<file path="src/rtl/wishbone_ram_arbiter_if.sv">
// Bus bundle between the two Wishbone masters, the arbiter and the SRAM address-decode mux.
// The slave modport is the arbiter's view; the master modport is the surrounding system's view.
interface wishbone_ram_arbiter_if;
    logic        wbs_m0_stb_i;
    logic        wbs_m0_cyc_i;
    logic        wbs_m0_we_i;
    logic [3:0]  wbs_m0_sel_i;
    logic [31:0] wbs_m0_dat_i;
    logic [31:0] wbs_m0_adr_i;
    logic        wbs_m0_ack_o;
    logic [31:0] wbs_m0_dat_o;

    logic        wbs_m1_stb_i;
    logic        wbs_m1_cyc_i;
    logic        wbs_m1_we_i;
    logic [3:0]  wbs_m1_sel_i;
    logic [31:0] wbs_m1_dat_i;
    logic [31:0] wbs_m1_adr_i;
    logic        wbs_m1_ack_o;
    logic [31:0] wbs_m1_dat_o;

    logic        wbs_dfp_stb_o;
    logic        wbs_dfp_cyc_o;
    logic        wbs_dfp_we_o;
    logic [3:0]  wbs_dfp_sel_o;
    logic [31:0] wbs_dfp_dat_o;
    logic [31:0] wbs_dfp_adr_o;
    logic        wbs_dfp_ack_i;
    logic [31:0] wbs_dfp_dat_i;

    modport slave (
        input  wbs_m0_stb_i, wbs_m0_cyc_i, wbs_m0_we_i, wbs_m0_sel_i, wbs_m0_dat_i, wbs_m0_adr_i,
        output wbs_m0_ack_o, wbs_m0_dat_o,
        input  wbs_m1_stb_i, wbs_m1_cyc_i, wbs_m1_we_i, wbs_m1_sel_i, wbs_m1_dat_i, wbs_m1_adr_i,
        output wbs_m1_ack_o, wbs_m1_dat_o,
        output wbs_dfp_stb_o, wbs_dfp_cyc_o, wbs_dfp_we_o, wbs_dfp_sel_o, wbs_dfp_dat_o, wbs_dfp_adr_o,
        input  wbs_dfp_ack_i, wbs_dfp_dat_i
    );

    modport master (
        output wbs_m0_stb_i, wbs_m0_cyc_i, wbs_m0_we_i, wbs_m0_sel_i, wbs_m0_dat_i, wbs_m0_adr_i,
        input  wbs_m0_ack_o, wbs_m0_dat_o,
        output wbs_m1_stb_i, wbs_m1_cyc_i, wbs_m1_we_i, wbs_m1_sel_i, wbs_m1_dat_i, wbs_m1_adr_i,
        input  wbs_m1_ack_o, wbs_m1_dat_o,
        input  wbs_dfp_stb_o, wbs_dfp_cyc_o, wbs_dfp_we_o, wbs_dfp_sel_o, wbs_dfp_dat_o, wbs_dfp_adr_o,
        output wbs_dfp_ack_i, wbs_dfp_dat_i
    );
endinterface

</file>
<file path="src/rtl/wishbone_ram_arbiter.sv">
// Two-master Wishbone arbiter for the SRAM port with per-transfer ack watchdog.
// Latency: grant one cycle after request; dfp path combinational from registered grant.
// Backpressure: non-owner waits until owner drops cyc; optional WB_ARB_ROUND_ROBIN_EN alternates ties.
module wishbone_ram_arbiter #(
    parameter int          TIMEOUT_CYCLES = 255,
    parameter int          CNT_W          = 8,
    parameter logic [31:0] ERR_DATA       = 32'hDEAD_BEEF
) (
    input  logic                   wb_clk_i,
    input  logic                   wb_rst_i,
    wishbone_ram_arbiter_if.slave  bus,
    output logic [1:0]             grant_o,
    output logic                   timeout_o
);
    typedef enum logic [1:0] {
        ST_IDLE    = 2'd0,
        ST_OWN0    = 2'd1,
        ST_OWN1    = 2'd2,
        ST_RELEASE = 2'd3
    } state_t;

    localparam bit             LP_WD_EN = (TIMEOUT_CYCLES != 0);
    localparam logic [CNT_W-1:0] LP_LAST = LP_WD_EN ? CNT_W'(TIMEOUT_CYCLES - 1) : '0;

    state_t           r_state;
    logic [1:0]       r_grant;
    logic [CNT_W-1:0] r_cnt;
`ifdef WB_ARB_ROUND_ROBIN_EN
    logic             r_rr_ptr;
`endif

    logic             w_own0, w_own1, w_own;
    logic             w_stb, w_cyc, w_we;
    logic [3:0]       w_sel;
    logic [31:0]      w_dat, w_adr;
    logic             w_req0, w_req1, w_pick0;
    logic             w_wait, w_fire, w_ack;
    logic [CNT_W-1:0] w_cnt_nxt;

    // Reset low blanks the granted path in the same cycle so an aborted transfer never sees an ack.
    assign w_own0 = wb_rst_i & r_grant[0];
    assign w_own1 = wb_rst_i & r_grant[1];
    assign w_own  = w_own0 | w_own1;

    always_comb begin
        w_stb = 1'b0;
        w_cyc = 1'b0;
        w_we  = 1'b0;
        w_sel = '0;
        w_dat = '0;
        w_adr = '0;
        if (w_own0) begin
            w_stb = bus.wbs_m0_stb_i;
            w_cyc = bus.wbs_m0_cyc_i;
            w_we  = bus.wbs_m0_we_i;
            w_sel = bus.wbs_m0_sel_i;
            w_dat = bus.wbs_m0_dat_i;
            w_adr = bus.wbs_m0_adr_i;
        end else if (w_own1) begin
            w_stb = bus.wbs_m1_stb_i;
            w_cyc = bus.wbs_m1_cyc_i;
            w_we  = bus.wbs_m1_we_i;
            w_sel = bus.wbs_m1_sel_i;
            w_dat = bus.wbs_m1_dat_i;
            w_adr = bus.wbs_m1_adr_i;
        end
    end

    // A real ack in the last allowed cycle wins over the synthetic error ack.
    assign w_wait    = LP_WD_EN && w_own && w_stb && !bus.wbs_dfp_ack_i;
    assign w_fire    = w_wait && (r_cnt == LP_LAST);
    assign w_cnt_nxt = w_wait ? (r_cnt + CNT_W'(1)) : '0;
    assign w_ack     = bus.wbs_dfp_ack_i | w_fire;

    assign bus.wbs_dfp_stb_o = w_stb & ~w_fire;
    assign bus.wbs_dfp_cyc_o = w_cyc & ~w_fire;
    assign bus.wbs_dfp_we_o  = w_we;
    assign bus.wbs_dfp_sel_o = w_sel;
    assign bus.wbs_dfp_dat_o = w_dat;
    assign bus.wbs_dfp_adr_o = w_adr;

    assign bus.wbs_m0_ack_o = w_own0 & w_ack;
    assign bus.wbs_m1_ack_o = w_own1 & w_ack;
    assign bus.wbs_m0_dat_o = w_own0 ? (w_fire ? ERR_DATA : bus.wbs_dfp_dat_i) : '0;
    assign bus.wbs_m1_dat_o = w_own1 ? (w_fire ? ERR_DATA : bus.wbs_dfp_dat_i) : '0;

    assign timeout_o = w_fire;
    assign grant_o   = r_grant;

    assign w_req0 = bus.wbs_m0_cyc_i & bus.wbs_m0_stb_i;
    assign w_req1 = bus.wbs_m1_cyc_i & bus.wbs_m1_stb_i;
`ifdef WB_ARB_ROUND_ROBIN_EN
    assign w_pick0 = w_req0 & (~w_req1 | ~r_rr_ptr);
`else
    assign w_pick0 = w_req0;
`endif

    always_ff @(posedge wb_clk_i) begin
        if (!wb_rst_i) begin
            r_state  <= ST_IDLE;
            r_grant  <= 2'b00;
            r_cnt    <= '0;
`ifdef WB_ARB_ROUND_ROBIN_EN
            r_rr_ptr <= 1'b0;
`endif
        end else begin
            case (r_state)
                ST_IDLE: begin
                    r_cnt <= '0;
                    if (w_pick0) begin
                        r_state <= ST_OWN0;
                        r_grant <= 2'b01;
                    end else if (w_req1) begin
                        r_state <= ST_OWN1;
                        r_grant <= 2'b10;
                    end
                end
                ST_OWN0: begin
                    if (!bus.wbs_m0_cyc_i || w_fire) begin
                        r_state  <= ST_RELEASE;
                        r_grant  <= 2'b00;
                        r_cnt    <= '0;
`ifdef WB_ARB_ROUND_ROBIN_EN
                        r_rr_ptr <= 1'b1;
`endif
                    end else begin
                        r_cnt <= w_cnt_nxt;
                    end
                end
                ST_OWN1: begin
                    if (!bus.wbs_m1_cyc_i || w_fire) begin
                        r_state  <= ST_RELEASE;
                        r_grant  <= 2'b00;
                        r_cnt    <= '0;
`ifdef WB_ARB_ROUND_ROBIN_EN
                        r_rr_ptr <= 1'b0;
`endif
                    end else begin
                        r_cnt <= w_cnt_nxt;
                    end
                end
                default: begin
                    r_state <= ST_IDLE;
                    r_grant <= 2'b00;
                    r_cnt   <= '0;
                end
            endcase
        end
    end
endmodule

</file>
<file path="src/flat_wrapper.sv">
// flat-port wrapper written by rule: the top's interface ports become plain ports
module wishbone_ram_arbiter_flat 
#(
    parameter int          TIMEOUT_CYCLES = 255,
    parameter int          CNT_W          = 8,
    parameter logic [31:0] ERR_DATA       = 32'hDEAD_BEEF
)
  (wb_clk_i, wb_rst_i, grant_o, timeout_o, bus_wbs_m0_stb_i, bus_wbs_m0_cyc_i, bus_wbs_m0_we_i, bus_wbs_m0_sel_i, bus_wbs_m0_dat_i, bus_wbs_m0_adr_i, bus_wbs_m0_ack_o, bus_wbs_m0_dat_o, bus_wbs_m1_stb_i, bus_wbs_m1_cyc_i, bus_wbs_m1_we_i, bus_wbs_m1_sel_i, bus_wbs_m1_dat_i, bus_wbs_m1_adr_i, bus_wbs_m1_ack_o, bus_wbs_m1_dat_o, bus_wbs_dfp_stb_o, bus_wbs_dfp_cyc_o, bus_wbs_dfp_we_o, bus_wbs_dfp_sel_o, bus_wbs_dfp_dat_o, bus_wbs_dfp_adr_o, bus_wbs_dfp_ack_i, bus_wbs_dfp_dat_i);
  wishbone_ram_arbiter_if bus_i ();
  input  logic wb_clk_i;
  input  logic wb_rst_i;
  output logic [1:0] grant_o;
  output logic timeout_o;
  input wire logic [$bits(bus_i.wbs_m0_stb_i)-1:0] bus_wbs_m0_stb_i;
  input wire logic [$bits(bus_i.wbs_m0_cyc_i)-1:0] bus_wbs_m0_cyc_i;
  input wire logic [$bits(bus_i.wbs_m0_we_i)-1:0] bus_wbs_m0_we_i;
  input wire logic [$bits(bus_i.wbs_m0_sel_i)-1:0] bus_wbs_m0_sel_i;
  input wire logic [$bits(bus_i.wbs_m0_dat_i)-1:0] bus_wbs_m0_dat_i;
  input wire logic [$bits(bus_i.wbs_m0_adr_i)-1:0] bus_wbs_m0_adr_i;
  output wire logic [$bits(bus_i.wbs_m0_ack_o)-1:0] bus_wbs_m0_ack_o;
  output wire logic [$bits(bus_i.wbs_m0_dat_o)-1:0] bus_wbs_m0_dat_o;
  input wire logic [$bits(bus_i.wbs_m1_stb_i)-1:0] bus_wbs_m1_stb_i;
  input wire logic [$bits(bus_i.wbs_m1_cyc_i)-1:0] bus_wbs_m1_cyc_i;
  input wire logic [$bits(bus_i.wbs_m1_we_i)-1:0] bus_wbs_m1_we_i;
  input wire logic [$bits(bus_i.wbs_m1_sel_i)-1:0] bus_wbs_m1_sel_i;
  input wire logic [$bits(bus_i.wbs_m1_dat_i)-1:0] bus_wbs_m1_dat_i;
  input wire logic [$bits(bus_i.wbs_m1_adr_i)-1:0] bus_wbs_m1_adr_i;
  output wire logic [$bits(bus_i.wbs_m1_ack_o)-1:0] bus_wbs_m1_ack_o;
  output wire logic [$bits(bus_i.wbs_m1_dat_o)-1:0] bus_wbs_m1_dat_o;
  output wire logic [$bits(bus_i.wbs_dfp_stb_o)-1:0] bus_wbs_dfp_stb_o;
  output wire logic [$bits(bus_i.wbs_dfp_cyc_o)-1:0] bus_wbs_dfp_cyc_o;
  output wire logic [$bits(bus_i.wbs_dfp_we_o)-1:0] bus_wbs_dfp_we_o;
  output wire logic [$bits(bus_i.wbs_dfp_sel_o)-1:0] bus_wbs_dfp_sel_o;
  output wire logic [$bits(bus_i.wbs_dfp_dat_o)-1:0] bus_wbs_dfp_dat_o;
  output wire logic [$bits(bus_i.wbs_dfp_adr_o)-1:0] bus_wbs_dfp_adr_o;
  input wire logic [$bits(bus_i.wbs_dfp_ack_i)-1:0] bus_wbs_dfp_ack_i;
  input wire logic [$bits(bus_i.wbs_dfp_dat_i)-1:0] bus_wbs_dfp_dat_i;
  assign bus_i.wbs_m0_stb_i = bus_wbs_m0_stb_i;
  assign bus_i.wbs_m0_cyc_i = bus_wbs_m0_cyc_i;
  assign bus_i.wbs_m0_we_i = bus_wbs_m0_we_i;
  assign bus_i.wbs_m0_sel_i = bus_wbs_m0_sel_i;
  assign bus_i.wbs_m0_dat_i = bus_wbs_m0_dat_i;
  assign bus_i.wbs_m0_adr_i = bus_wbs_m0_adr_i;
  assign bus_wbs_m0_ack_o = bus_i.wbs_m0_ack_o;
  assign bus_wbs_m0_dat_o = bus_i.wbs_m0_dat_o;
  assign bus_i.wbs_m1_stb_i = bus_wbs_m1_stb_i;
  assign bus_i.wbs_m1_cyc_i = bus_wbs_m1_cyc_i;
  assign bus_i.wbs_m1_we_i = bus_wbs_m1_we_i;
  assign bus_i.wbs_m1_sel_i = bus_wbs_m1_sel_i;
  assign bus_i.wbs_m1_dat_i = bus_wbs_m1_dat_i;
  assign bus_i.wbs_m1_adr_i = bus_wbs_m1_adr_i;
  assign bus_wbs_m1_ack_o = bus_i.wbs_m1_ack_o;
  assign bus_wbs_m1_dat_o = bus_i.wbs_m1_dat_o;
  assign bus_wbs_dfp_stb_o = bus_i.wbs_dfp_stb_o;
  assign bus_wbs_dfp_cyc_o = bus_i.wbs_dfp_cyc_o;
  assign bus_wbs_dfp_we_o = bus_i.wbs_dfp_we_o;
  assign bus_wbs_dfp_sel_o = bus_i.wbs_dfp_sel_o;
  assign bus_wbs_dfp_dat_o = bus_i.wbs_dfp_dat_o;
  assign bus_wbs_dfp_adr_o = bus_i.wbs_dfp_adr_o;
  assign bus_i.wbs_dfp_ack_i = bus_wbs_dfp_ack_i;
  assign bus_i.wbs_dfp_dat_i = bus_wbs_dfp_dat_i;
  wishbone_ram_arbiter #(.TIMEOUT_CYCLES(TIMEOUT_CYCLES), .CNT_W(CNT_W), .ERR_DATA(ERR_DATA)) u_core (.wb_clk_i(wb_clk_i), .wb_rst_i(wb_rst_i), .bus(bus_i), .grant_o(grant_o), .timeout_o(timeout_o));
endmodule
</file>
<file path="config.mk">
export PLATFORM = sky130hd
export DESIGN_NAME = wishbone_ram_arbiter_flat
export DESIGN_NICKNAME = d
export VERILOG_FILES = /design/src/rtl/wishbone_ram_arbiter_if.sv /design/src/rtl/wishbone_ram_arbiter.sv /design/src/flat_wrapper.sv
export SDC_FILE = /design/constraint.sdc
export NUM_CORES = 1
export LEC_CHECK = 0
export ABC_AREA = 1
export CAP_MARGIN = 30
export CORE_AREA = 8 8 117 119
export CTS_CLUSTER_SIZE = 40
export DETAILED_ROUTE_END_ITERATION = 10
export DIE_AREA = 0 0 125 127
export PLACE_DENSITY = 0.66
export SLEW_MARGIN = 20
export SYNTH_ARGS = -nofsm -noshare
export SYNTH_HDL_FRONTEND = slang
export SYNTH_SLANG_ARGS = --single-unit
</file>
<file path="constraint.sdc">
create_clock -name wb_clk_i -period 5.3 [get_ports wb_clk_i]
set_clock_uncertainty 0.2 [all_clocks]
set_input_delay 1.06 -clock wb_clk_i [delete_from_list [all_inputs] [get_ports wb_clk_i]]
set_output_delay 1.06 -clock wb_clk_i [all_outputs]
set_load 0.1 [all_outputs]
</file>
==> results.txt, run 1 <==
status: completed
mapped cell area: 2160 um^2
final hold vios: 0
ranking of synthesized cells by area: nand2_1 (27%), o21ai_0 (17%), a21oi_1 (13%)
RR Startpoint: u_core.r_cnt[0]
number of synthesized register bits: 12
critical path fanouts, max: 103
flop2flop setup slack: 3.45 ns
Worst R2R End: u_core.r_state[1]
total power: 2150 uW
most common cell in the synthesized netlist: nand2_1
largest net degree at the start of global routing: 104
TritonCTS Buffers: 3
M1 WL: 5.74 mm
most frequent cells after synthesis: nand2_1 (154), o21ai_0 (72), a21oi_1 (54)
fin crit period: 4.44 ns
CP startpoint kind: input pin
post-CTS resize count: 0
Worst-path clk slew: 0.04 ns
Fmax: 0.225 GHz
met3 WL post-DR: 1.83 mm
DRT Pass-1 Iters: 4
RSZ-0062 raised after global routing: no
CTS tree: done
starting density of the core: 18.3%
Cell Count Post-Placement: 869
global-route wire length before repair: 23.2 mm
core area: 11,800 um^2
CP Data Arrival Time: 3.18 ns
vias per inst: 4.52
syn nets: 619
hold crit path type: reg2reg
CTS Hold Bufs: 0
Setup crit end kind: output pin
Mean Syn Cell Area: 4.95 um^2
cell count after synthesis: 436
Final Non-Filler Cells: 874
GRT Overall Usage: 18.1%
post-synth cell types: 22
grt total ovfl: 0
Req. time, crit path: 4.04 ns
Critical Path End: bus_wbs_dfp_adr_o[14]
H-tree depth: 1
Async SR Flop Fraction: 0%
# rows: 40
Met2 Wirelength: 7.98 mm
ys flop type: dfxtp_1
PD cells: 313 nW/um^2
Die W: 125 um
Slew Limit Fails: 0
P_leak: 0.00292 uW
post-CTS setup buffers: 0
Die ar.: 15,900 um^2
largest area contributor in the netlist: nand2_1
Crit. Startpoint: wb_rst_i
layout cells sized above 1: 21.5%
Avg WL per Cell: 18.0 um
clock latency on the worst-skew pair: 0.24 ns
number of port buffers: 316
Seq/Total Area, Yosys: 11.1%
layout net count: 910
vias in the first global route: 4,014
routability cong.: 0.823
Relative slew margins: 35.0%
die span in y: 127 um
Fillers: 1,039
period utilisation layout: 83.7%
Detail Route Antenna Nets: 0
Reg2Reg Depth: 10
clock buffer depth: 2
Total Routed Length: 15.8 mm
Remaining DRCs: 0
clk sinks: 12
highest routed layer: met4
DP HPWL: 13.5 mm
endpoints failing setup: 0
Syn-to-layout area delta: 218%
Final Util: 58.2%
drt initial violations: 161
Root Driver: clkbuf_16
Worst-Margin Slew: 0.972 ns
EDFF count, synth: 0
initial antenna violation count: 1
post-synth top area share: 26.8%
VDD IR max: 178 uV
IO Count: 317
Synth Warn #: 0
Max-Cap Viols: 0
critical path class: in2out
via count: 3,947
==> worst min path at each step <==
stage / from / endpoint / slack [ns] / depth (start not counted)
4_1_cts: u_core.r_cnt[0] / u_core.r_cnt[0] / 0.28 / 1
3_3_place_gp: u_core.r_cnt[0] / u_core.r_cnt[0] / 0.26 / 1
2_1_floorplan: u_core.r_cnt[0] / u_core.r_cnt[0] / 0.24 / 1
6_report: u_core.r_cnt[0] / u_core.r_cnt[0] / 0.28 / 1
5_1_grt: u_core.r_cnt[0] / u_core.r_cnt[0] / 0.31 / 1
3_5_place_dp: u_core.r_cnt[0] / u_core.r_cnt[0] / 0.27 / 1
==> kinds of logic after synthesis <==
kind of cell	synth area share, %
buffers and inverters	14.8
adders and majority gates	3.48
xor gates and xnor gates	2.43
AOI/OAI and AO/OA	30.0
DFF	11.1
and+or+nand+nor	38.1
==> sequential cells by signal (all words and copies together), names as in the netlist <==
signal and count:
u_core.r_cnt 8, u_core.grant_o 2, u_core.r_state 2
==> critical path, stage by stage <==
cell and delay, ns:
clkdlybuf4s50_1 0.56, nand2_2 0.15, buf_4 0.70, o21ai_0 0.37, buf_12 0.26
==> cell usage in the layout, fill, tap and decap left out, types with 2 or more instances in the layout <==
| master | n |
|---|---|
| inv_2 | 3 |
| clkdlybuf4s50_1 | 178 |
| a21oi_1 | 54 |
| ha_1 | 6 |
| buf_12 | 138 |
| nand2_2 | 4 |
| inv_1 | 43 |
| xnor2_1 | 2 |
| nand3_1 | 6 |
| nand4_1 | 2 |
| clkbuf_16 | 3 |
| o21ai_0 | 72 |
| nor2_1 | 20 |
| nor3_1 | 16 |
| buf_4 | 5 |
| dfxtp_1 | 12 |
| nand2_1 | 153 |
| xor2_1 | 4 |
==> area by class of cell <==
class,count,area [um^2],area share [%]
Timing Repair Buffer,321,4580,66.7
Multi-Input combinational cell,343,1600,23.3
Sequential cell,12,240,3.50
Tap cell,147,184,2.68
Inverter,46,173,2.51
Clock buffer,4,88.8,1.29
Antenna cell,1,2.50,0.0364
==> power breakdown <==
group	switching, uW	internal, uW	leakage, uW
logic	1250	633	0.00278
clock network	39.0	114	0.0000442
registers	12.2	103	0.0000975
total	1300	850	0.00292
==> routing by layer <==
| metal | global-route usage (%) | vias up |
|---|---|---|
| met5 | 0 | - |
| met4 | 4.01 | 0 |
| met3 | 7.78 | 12 |
| met2 | 33.3 | 225 |
| met1 | 18.8 | 1741 |
| li1 | - | 1969 |
==> per-stage QoR <==
| stage | setup slack, ns | hold slack, ns | TNS, ns | instance area, um^2 |
|---|---|---|---|---|
| floorplan | -0.0104 | 0.241 | -0.0730 | 2160 |
| global placement | 0.896 | 0.261 | 0 | 6780 |
| detailed placement | 0.888 | 0.272 | 0 | 6780 |
| CTS | 0.887 | 0.282 | 0 | 6870 |
| global route | 0.724 | 0.305 | 0 | 6870 |
| finish | 0.864 | 0.281 | 0 | 6870 |
(Power assumes the default switching activity.)
==> inputs of run 2 (changes only) <==
Settings changed: CORE_AREA 8 8 117 119 to not set, CORE_ASPECT_RATIO set to 0.5, CORE_MARGIN set to 8, CORE_UTILIZATION set to 22, DIE_AREA 0 0 125 127 to not set, PLACE_DENSITY 0.66 to 0.8.
Clock period 5.3 ns to 3.6 ns, I/O delays scaled along.
==> run 2 against run 1 <==
  * Wire length up 10%
  * Register-to-register slack worse by 1.9 ns
  * First-iteration DRC count up 50%
  * Critical path type unchanged
  * Clock power up 52%
  * Non-clock buffer count up 7
  * Critical path depth up 4
  * Largest cell class unchanged
==> results.txt, run 2 (synthesis results as in run 1) <==
Clock power frac: 6.9%
Relative slew margins: 52.8%
fin crit period: 3.50 ns
layout cells sized above 1: 37.1%
Worst-Margin Slew: 0.708 ns
post-CTS setup buffers: 0
Buf/Inv on CP: 4
Worst-path clk slew: 0.05 ns
starting density of the core: 22.8%
vias per inst: 4.77
routability cong.: 0.883
Final WS setup: 0.0985 ns
HP Start: u_core.r_cnt[0]
H-tree depth: 1
IO Count: 317
Slew Limit Fails: 0
CP startpoint kind: input pin
PD cells: 439 nW/um^2
DP HPWL: 14.4 mm
slowest stage delay, CP: 0.62 ns
Sw Share: 60.8%
post-CTS resize count: 0
Fmax: 0.286 GHz
Req. time, crit path: 2.68 ns
Total Routed Length: 17.3 mm
Avg WL per Cell: 20.0 um
P_leak: 0.00309 uW
status: completed
core area: 9480 um^2
Fillers: 585
met3 WL post-DR: 1.12 mm
Setup crit end kind: output pin
Die W: 156 um
CTS tree: done
critical path fanouts, max: 30
M1 WL: 6.00 mm
vias in the first global route: 4,480
Largest register FFs: 8
layout net count: 917
clock latency on the worst-skew pair: 0.25 ns
RR Startpoint: u_core.r_cnt[0]
CP Data Arrival Time: 2.58 ns
TritonCTS Buffers: 3
clock buffer depth: 2
Syn-to-layout area delta: 258%
Max-Cap Viols: 0
Die ar.: 13,400 um^2
Detail Route Antenna Nets: 0
VDD IR max: 249 uV
Crit path max-delay family: buffers and inverters
# rows: 25
most frequent cells in the layout: clkdlybuf4s50_1 (176), nand2_1 (153), buf_12 (142)
period utilisation layout: 97.3%
Crit. Startpoint: wb_rst_i
die span in y: 86.0 um
clk sinks: 12
number of port buffers: 316
highest routed layer: met4
GRT Overall Usage: 24.7%
DP Worst Slack: 0.167 ns
net switching power: 2060 uW
DRT Pass-1 Iters: 4
P_int: 1330 uW
grt total ovfl: 0
drt initial violations: 242
RSZ-0062 raised after global routing: no
Met2 Wirelength: 9.86 mm
combinational power share: 88.0%
commonest non-fill, non-tap cell in the layout: clkdlybuf4s50_1
part of the power in registers: 5.2%
cell mode on critical path: buf_12
final hold vios: 0
CTS Hold Bufs: 0
Remaining DRCs: 0
Worst path slowest cell: clkdlybuf4s50_1
hold crit path type: reg2reg
worst-path cell chain: clkdlybuf4s50_1 -> nand2_4 -> inv_2 -> nand2_1 -> nand2_2 -> nand3_4 -> buf_12 -> a21oi_4 -> buf_12
initial antenna violation count: 0
Largest Register: u_core.r_cnt
critical path class: in2out
endpoints failing setup: 0
Final Util: 81.5%
Root Driver: clkbuf_16
via count: 4,140
ANT cells: 0
global-route wire length before repair: 26.4 mm
largest net degree at the start of global routing: 71
-- run 2: changes by cell type in the layout (fill, tap and decap cells not counted), sizes merged --
| cell | previous run | this run |
|---|---|---|
| clkdlybuf4s50 | 178 | 176 |
| diode | 1 | 0 |
| buf | 143 | 152 |
-- run 2: path summary, 6_finish.rpt --
| check | end | slack, ns | cells past startpoint |
|---|---|---|---|
| setup / recovery | bus_wbs_m0_dat_o[10] | 0.1 | 9 |
| hold / removal | u_core.r_cnt[0] | 0.30 | 1 |
| hold reg to reg | u_core.r_cnt[0] | 0.30 | 1 |
| setup reg to reg | u_core.r_cnt[2] | 1.57 | 8 |
-- run 2: area by class of cell --
type,instances,area (um^2),area share (%)
clock buffer,4,88.8,1.15
inverter,46,173,2.23
multi-input combinational,343,2380,30.8
sequential,12,240,3.11
tap,135,169,2.19
timing repair buffer,328,4680,60.5
-- run 2: metrics by stage --
stage	hold WS [ns]	setup TNS [ns]	power (uW)	std cells	instance area [um^2]
2_1_floorplan	0.241	-15.17	2000	436	2930
3_3_place_gp	0.261	0	3110	864	7640
3_5_place_dp	0.272	0	3150	864	7640
4_1_cts	0.298	0	3400	868	7730
5_1_grt	0.324	0	3500	868	7730
6_report	0.296	0	3390	868	7730
-- run 2: worst register-to-register path: stages, from the launching register on --
cell	delay (ns)
dfxtp_1	0.41
inv_1	0.09
ha_1	0.20
nand3_1	0.07
nor2_1	0.07
nand3_4	0.10
buf_12	0.25
nand3_1	0.33
nor2_1	0.22
-- run 2: routing by layer --
layer / track usage (%) / vias up
li1: - / 1999
met1: 25.0 / 1952
met2: 50.0 / 162
met3: 5.17 / 27
met4: 6.73 / 0
met5: 0 / -
-- run 2: power groups by stage --
stage | sequential, uW | combinational [uW] | clock [uW]
global placement | 172 | 2940 | 0
CTS | 173 | 3000 | 231
floorplan | 212 | 1790 | 0
finish | 175 | 2980 | 233
detailed placement | 173 | 2970 | 0
global route | 175 | 3080 | 242
